--- config.mk ---
export PLATFORM = sky130hd
export DESIGN_NAME = ram_port_arbiter
export DESIGN_NICKNAME = d
export VERILOG_FILES = /design/src/rtl/ram_ctrl_pkg.sv /design/src/rtl/ram_row_decoder.sv /design/src/rtl/ram_port_arbiter.sv
export SDC_FILE = /design/constraint.sdc
export NUM_CORES = 1
export LEC_CHECK = 0
export CAP_MARGIN = 10
export CORE_MARGIN = 3
export CORE_UTILIZATION = 25
export DETAILED_ROUTE_END_ITERATION = 8
export SYNTH_ARGS = -nofsm -noshare
export SYNTH_HDL_FRONTEND = slang
export SYNTH_HIERARCHICAL = 1
export SYNTH_SLANG_ARGS = --single-unit
export TNS_END_PERCENT = 10
--- constraint.sdc ---
create_clock -name clk -period 4.4 [get_ports clk]
set_input_delay 0.66 -clock clk [delete_from_list [all_inputs] [get_ports clk]]
set_output_delay 0.66 -clock clk [all_outputs]
set_load 0.005 [all_outputs]
--- src/rtl/ram_ctrl_pkg.sv ---
// Shared types and default geometry for the register-file RAM controller.
package ram_ctrl_pkg;

  localparam int DEFAULT_ROWS   = 8;
  localparam int DEFAULT_WIDTH  = 11;
  localparam int DEFAULT_ADDR_W = $clog2(DEFAULT_ROWS);

  typedef enum logic [1:0] {
    IDLE,
    CLEAR,
    DONE
  } clr_state_t;

  typedef enum logic {
    REQ_A,
    REQ_B
  } req_id_t;

endpackage

--- src/rtl/ram_row_decoder.sv ---
// Turns a row address into a one-hot row select; addresses beyond the last
// row (possible when ROWS is not a power of two) select nothing.
module ram_row_decoder
  import ram_ctrl_pkg::*;
#(
  parameter int ROWS   = DEFAULT_ROWS,
  parameter int ADDR_W = $clog2(ROWS)
) (
  input  logic [ADDR_W-1:0] addr,
  input  logic              en,
  output logic [ROWS-1:0]   sel
);

  logic in_range;

  always_comb begin
    in_range = ({{(32-ADDR_W){1'b0}}, addr} < ROWS);
    sel      = '0;
    for (int i = 0; i < ROWS; i++) begin
      if (en && in_range && (addr == ADDR_W'(i))) begin
        sel[i] = 1'b1;
      end
    end
  end

endmodule

--- src/rtl/ram_port_arbiter.sv ---
// Shares one write port of the register-file RAM between the CPU (A) and the
// loader (B), gives each its own read port, and sequences a full clear.
module ram_port_arbiter
  import ram_ctrl_pkg::*;
#(
  parameter int ROWS   = DEFAULT_ROWS,
  parameter int WIDTH  = DEFAULT_WIDTH,
  parameter int ADDR_W = $clog2(ROWS)
) (
  input  logic              clk,
  input  logic              reset,
  input  logic              a_valid,
  input  logic              a_we,
  input  logic [ADDR_W-1:0] a_addr,
  input  logic [WIDTH-1:0]  a_wdata,
  output logic              a_ready,
  output logic              a_rsp_valid,
  output logic [WIDTH-1:0]  a_rsp_data,
  input  logic              b_valid,
  input  logic              b_we,
  input  logic [ADDR_W-1:0] b_addr,
  input  logic [WIDTH-1:0]  b_wdata,
  output logic              b_ready,
  output logic              b_rsp_valid,
  output logic [WIDTH-1:0]  b_rsp_data,
  input  logic              clr_start,
  output logic              clr_busy,
  output logic              clr_done,
  output logic [ROWS-1:0]   ram_wsel,
  output logic [WIDTH-1:0]  ram_wdata,
  output logic [ROWS-1:0]   ram_rsel1,
  output logic [ROWS-1:0]   ram_rsel2,
  input  logic [WIDTH-1:0]  ram_rdata1,
  input  logic [WIDTH-1:0]  ram_rdata2
);

  clr_state_t        state, next_state;
  req_id_t           last_grant;
  logic [ADDR_W-1:0] cnt;
  logic              last_row;

  logic              a_wr, b_wr;
  logic              a_win, b_win;
  logic              w_en, r1_en, r2_en;
  logic [ADDR_W-1:0] w_addr;
  logic              a_hit, b_hit;

  assign last_row = (cnt == ADDR_W'(ROWS - 1));
  assign a_wr     = a_valid & a_we;
  assign b_wr     = b_valid & b_we;
  assign a_hit    = ({{(32-ADDR_W){1'b0}}, a_addr} < ROWS);
  assign b_hit    = ({{(32-ADDR_W){1'b0}}, b_addr} < ROWS);

  // Holding reset low forces every handshake and select inactive immediately,
  // not just after the next edge.
  always_comb begin
    next_state = state;
    a_win      = 1'b0;
    b_win      = 1'b0;
    a_ready    = 1'b0;
    b_ready    = 1'b0;
    w_en       = 1'b0;
    w_addr     = '0;
    ram_wdata  = '0;
    r1_en      = 1'b0;
    r2_en      = 1'b0;
    if (reset) begin
      unique case (state)
        IDLE: begin
          if (clr_start) begin
            next_state = CLEAR;
          end
          // On a tie the requester that did not win last time gets the port.
          a_win   = a_wr & (~b_wr | (last_grant == REQ_B));
          b_win   = b_wr & (~a_wr | (last_grant == REQ_A));
          a_ready = a_valid & (~a_we | a_win);
          b_ready = b_valid & (~b_we | b_win);
          r1_en   = a_valid & ~a_we;
          r2_en   = b_valid & ~b_we;
          w_en    = a_win | b_win;
          if (a_win) begin
            w_addr    = a_addr;
            ram_wdata = a_wdata;
          end else if (b_win) begin
            w_addr    = b_addr;
            ram_wdata = b_wdata;
          end
        end
        CLEAR: begin
          w_en   = 1'b1;
          w_addr = cnt;
          if (last_row) begin
            next_state = DONE;
          end
        end
        DONE: begin
          next_state = IDLE;
        end
        default: begin
          next_state = IDLE;
        end
      endcase
    end
  end

  ram_row_decoder #(.ROWS(ROWS), .ADDR_W(ADDR_W)) u_wdec (
    .addr (w_addr),
    .en   (w_en),
    .sel  (ram_wsel)
  );

  ram_row_decoder #(.ROWS(ROWS), .ADDR_W(ADDR_W)) u_rdec1 (
    .addr (a_addr),
    .en   (r1_en),
    .sel  (ram_rsel1)
  );

  ram_row_decoder #(.ROWS(ROWS), .ADDR_W(ADDR_W)) u_rdec2 (
    .addr (b_addr),
    .en   (r2_en),
    .sel  (ram_rsel2)
  );

  // busy/done are registered from next_state so they line up with the state.
  always_ff @(posedge clk) begin
    if (!reset) begin
      state      <= IDLE;
      cnt        <= '0;
      last_grant <= REQ_B;
      clr_busy   <= 1'b0;
      clr_done   <= 1'b0;
    end else begin
      state    <= next_state;
      clr_busy <= (next_state == CLEAR);
      clr_done <= (next_state == DONE);
      if (state == CLEAR) begin
        cnt <= last_row ? '0 : cnt + ADDR_W'(1);
      end
      if (a_win) begin
        last_grant <= REQ_A;
      end else if (b_win) begin
        last_grant <= REQ_B;
      end
    end
  end

  // Writes echo their data; reads outside the array return zero.
  always_ff @(posedge clk) begin
    if (!reset) begin
      a_rsp_valid <= 1'b0;
      a_rsp_data  <= '0;
      b_rsp_valid <= 1'b0;
      b_rsp_data  <= '0;
    end else begin
      a_rsp_valid <= a_ready;
      b_rsp_valid <= b_ready;
      if (a_ready) begin
        a_rsp_data <= a_we ? a_wdata : (a_hit ? ram_rdata1 : '0);
      end
      if (b_ready) begin
        b_rsp_data <= b_we ? b_wdata : (b_hit ? ram_rdata2 : '0);
      end
    end
  end

endmodule
==> flow_summary.json <==
{
  "r2r_cells": 4,
  "status": "completed",
  "fin_nets": 399,
  "min_to": "b_rsp_data[0]",
  "min_path_type": "reg2reg",
  "vdd.ir_drop.worst_uv": 124,
  "rsz0062_at_grt": "false",
  "clk_pin_slew_ns": 0.06,
  "synth_mux_area_share_pct": 23.2,
  "fin_cells": 443,
  "final_area_sq_mm": 0.00346,
  "cp-start-kind": "input port",
  "synth_area_sq_mm": 0.00207,
  "crit_chain": "clkdlybuf4s50_1 > nand3_1 > nand4b_1 > a31oi_1 > and4b_2 > clkdlybuf4s50_1",
  "finalCritPeriodShare_pct": 85.0,
  "yosys_warnings": 6,
  "die_area_sq_mm": 0.00943,
  "reg2reg_slack_ns": 2.82,
  "drcViolationCount": 0,
  "synthCells": 225,
  "rows": 32,
  "crit_top_cell": "clkdlybuf4s50_1",
  "placed_cell_area_sq_mm": 0.00335,
  "holdPathStages": 2,
  "finClkSkew_ns": 0.00487,
  "cts.sinks": 32,
  "slew_violations": 0,
  "max_stage_delay_ns": 0.50,
  "async_flop_share_pct": 0,
  "layout-drive-gt1-share_pct": 9.68,
  "synth-edff-count": 0,
  "switchingPower_mw": 0.205,
  "power.combinational.fraction_pct": 26.4,
  "placed_cells": 435,
  "critPathMaxFanout": 14,
  "clock_latency_ns": 0.28,
  "max_freq_ghz": 0.267,
  "synth_adder_area_share_pct": 1.21,
  "finalWeightedCongestion": 0.786,
  "grtUsageTotal_pct": 14.4,
  "hpwl_microns": 5560,
  "hold_viol_final": 0,
  "cts_tree": "yes",
  "multi_input_area_sq_mm": 0.00131,
  "path_class": "in2out",
  "worst_slew_pin_slew_ns": 0.644,
  "min_from": "b_rsp_data[0]",
  "path_buf_inv": 2,
  "drt-vias-per-instance": 4.80,
  "layout_commonest_cell": "clkdlybuf4s50_1",
  "root_buffer": "clkbuf_8",
  "holdBufCountCts": 0,
  "ant_nets": 0,
  "die_y_microns": 97.1,
  "critical_path.slowest_cell": "clkdlybuf4s50_1",
  "fin_ws_ns": 0.658,
  "grt_pass1_wl_microns": 11000,
  "holdWs_ns": 0.461,
  "p_int_mw": 0.608,
  "antenna_cells": 0,
  "yosys.cell_types.count": 33,
  "start_util_pct": 26.3,
  "wl_microns": 6910,
  "wl_per_cell_microns": 15.6,
  "cp.arrival_ns": 3.08,
  "clkPwrFrac_pct": 33.8,
  "vias": 2128,
  "area_growth_pct": 66.6,
  "final_cell_mix": "clkdlybuf4s50_1, mux2i_1, dfxtp_1, nand2_1, nand3_1",
  "post-place-ws_ns": 0.684,
  "powerDensity_mw_per_mm2": 235,
  "fin_setup_tns_ns": 0,
  "cp.required_ns": 3.74,
  "switching_share_pct": 25.2,
  "synth_nets": 284,
  "dr.pass1.iters": 4,
  "cts_buffers": 5,
  "r2r_end": "a_rsp_data[0]",
  "grt_pass1_vias": 2004,
  "dr.first_iter.drc_count": 80,
  "synth-xor-area-share_pct": 0,
  "post-cts-setup-buffer-count": 0,
  "finalSetupViolCount": 0,
  "cts_buffer_depth": 2,
  "htree_num_levels": 2,
  "path_delay_family": "buffers and inverters",
  "r2r_start": "last_grant",
  "end_kind": "primary output",
  "portBuffers": 119,
  "yosys.area_share.simple_pct": 33.9,
  "max_cap_viol_count": 0,
  "grt_max_degree": 19,
  "grt-ovfl-total": 0,
  "synthFlopType": "dfxtp_1",
  "layout_min_cycle_time_ns": 3.74,
  "die_w_microns": 97.1,
  "synth_top_family_by_area": "simple AND/OR/NAND/NOR gates",
  "num_io_pins": 120,
  "core_region_area_sq_mm": 0.00789,
  "power_frac_seq_pct": 39.8,
  "syn_avg_cell_area_sq_um": 9.22,
  "leakage_nw": 1.47,
  "relSlewSlack_pct": 57.0,
  "antenna_found_initial": 0,
  "ys_seq_area_share_pct": 30.9,
  "ys_seq_elements": 32,
  "seq_area_sq_um": 641,
  "fillerInstances": 778,
  "cts_resized": 0,
  "synth_compound_area_share_pct": 5.07
}
==> worst max-delay path by stage <==
stage               cells after the start  startpoint          end
finish                                  6     a_valid  ram_wsel[5]
floorplan                               6        a_we  ram_wsel[6]
detailed placement                      6     a_valid  ram_wsel[5]
global placement                        7     a_valid  ram_wsel[5]
CTS                                     6     a_valid  ram_wsel[5]
global route                            6     a_valid  ram_wsel[5]
==> synth_stat cells, types with 2 or more instances <==
library cell  count  share of area [%]
nor2b_1           5                1.5
ha_1              2                1.2
and4b_2           6                3.3
a31oi_1           3               0.90
nand3_1          23                5.5
and4_2            3                1.4
mux2i_1          48                 23
and2_1            2               0.60
nand2_1          26                4.7
buf_6             2                1.1
and3_1            4                1.2
clkbuf_1          6                1.1
nand4b_1          6                2.5
dfxtp_1          32                 31
buf_2             8                1.9
and4bb_1          6                3.6
nor4b_2           3                2.2
and4b_1           3                1.4
nor2_1            5               0.90
inv_1             6                1.1
and4bb_2          3                1.8
a21oi_1          12                2.9
==> stage by stage <==
step	utilization, %	total power, mW
after floorplan	-	0.417
after global placement	42.4	0.544
after detailed placement	42.4	0.546
after CTS	43.8	0.824
after global routing	43.8	0.852
final	43.8	0.813
==> power groups by stage <==
stage	Clock (mW)	Sequential [mW]	Combinational, mW
after floorplan	0	0.329	0.0882
after global placement	0	0.330	0.214
after detailed placement	0	0.330	0.216
after CTS	0.283	0.324	0.217
after global routing	0.292	0.327	0.233
final	0.275	0.324	0.215
==> logic make-up (layout without fill, tap and decap cells) <==
kind of cell	Yosys count	after routing
muxes	48	48
AOI/OAI and AO/OA	17	17
adders and majority gates	2	2
buffers and inverters	24	140
DFF	32	32
and+or+nand+nor	102	102
==> worst min-delay path: stages (launching register included) <==
cell	delay, ns
dfxtp_1	0.31
nand2_1	0.05
mux2i_1	0.05
==> per-layer routing <==
metal | global-route usage [%] | vias to the layer above | wire [microns]
met3 | 2.94 | 5 | 359
met2 | 23.4 | 65 | 3330
met1 | 19.4 | 997 | 3150
met4 | 4.21 | 0 | 69
met5 | 0 | - | 0
li1 | - | 1061 | -
==> state kept, by name (all words and copies together), names as in the netlist <==
| name | count |
|---|---|
| a_rsp_data | 11 |
| a_rsp_valid | 1 |
| b_rsp_data | 11 |
| b_rsp_valid | 1 |
| clr_busy | 1 |
| clr_done | 1 |
| cnt | 3 |
| last_grant | 1 |
| state | 2 |
==> area by class of cell <==
class / count / area share, %
Clock buffer: 6 / 2.10
Sequential cell: 32 / 18.5
Timing Repair Buffer: 126 / 36.0
Inverter: 6 / 0.652
Tap cell: 102 / 3.69
Clock inverter: 2 / 1.01
Multi-Input combinational cell: 169 / 38.0
No activity file was read; power rests on OpenSTA's default activity.
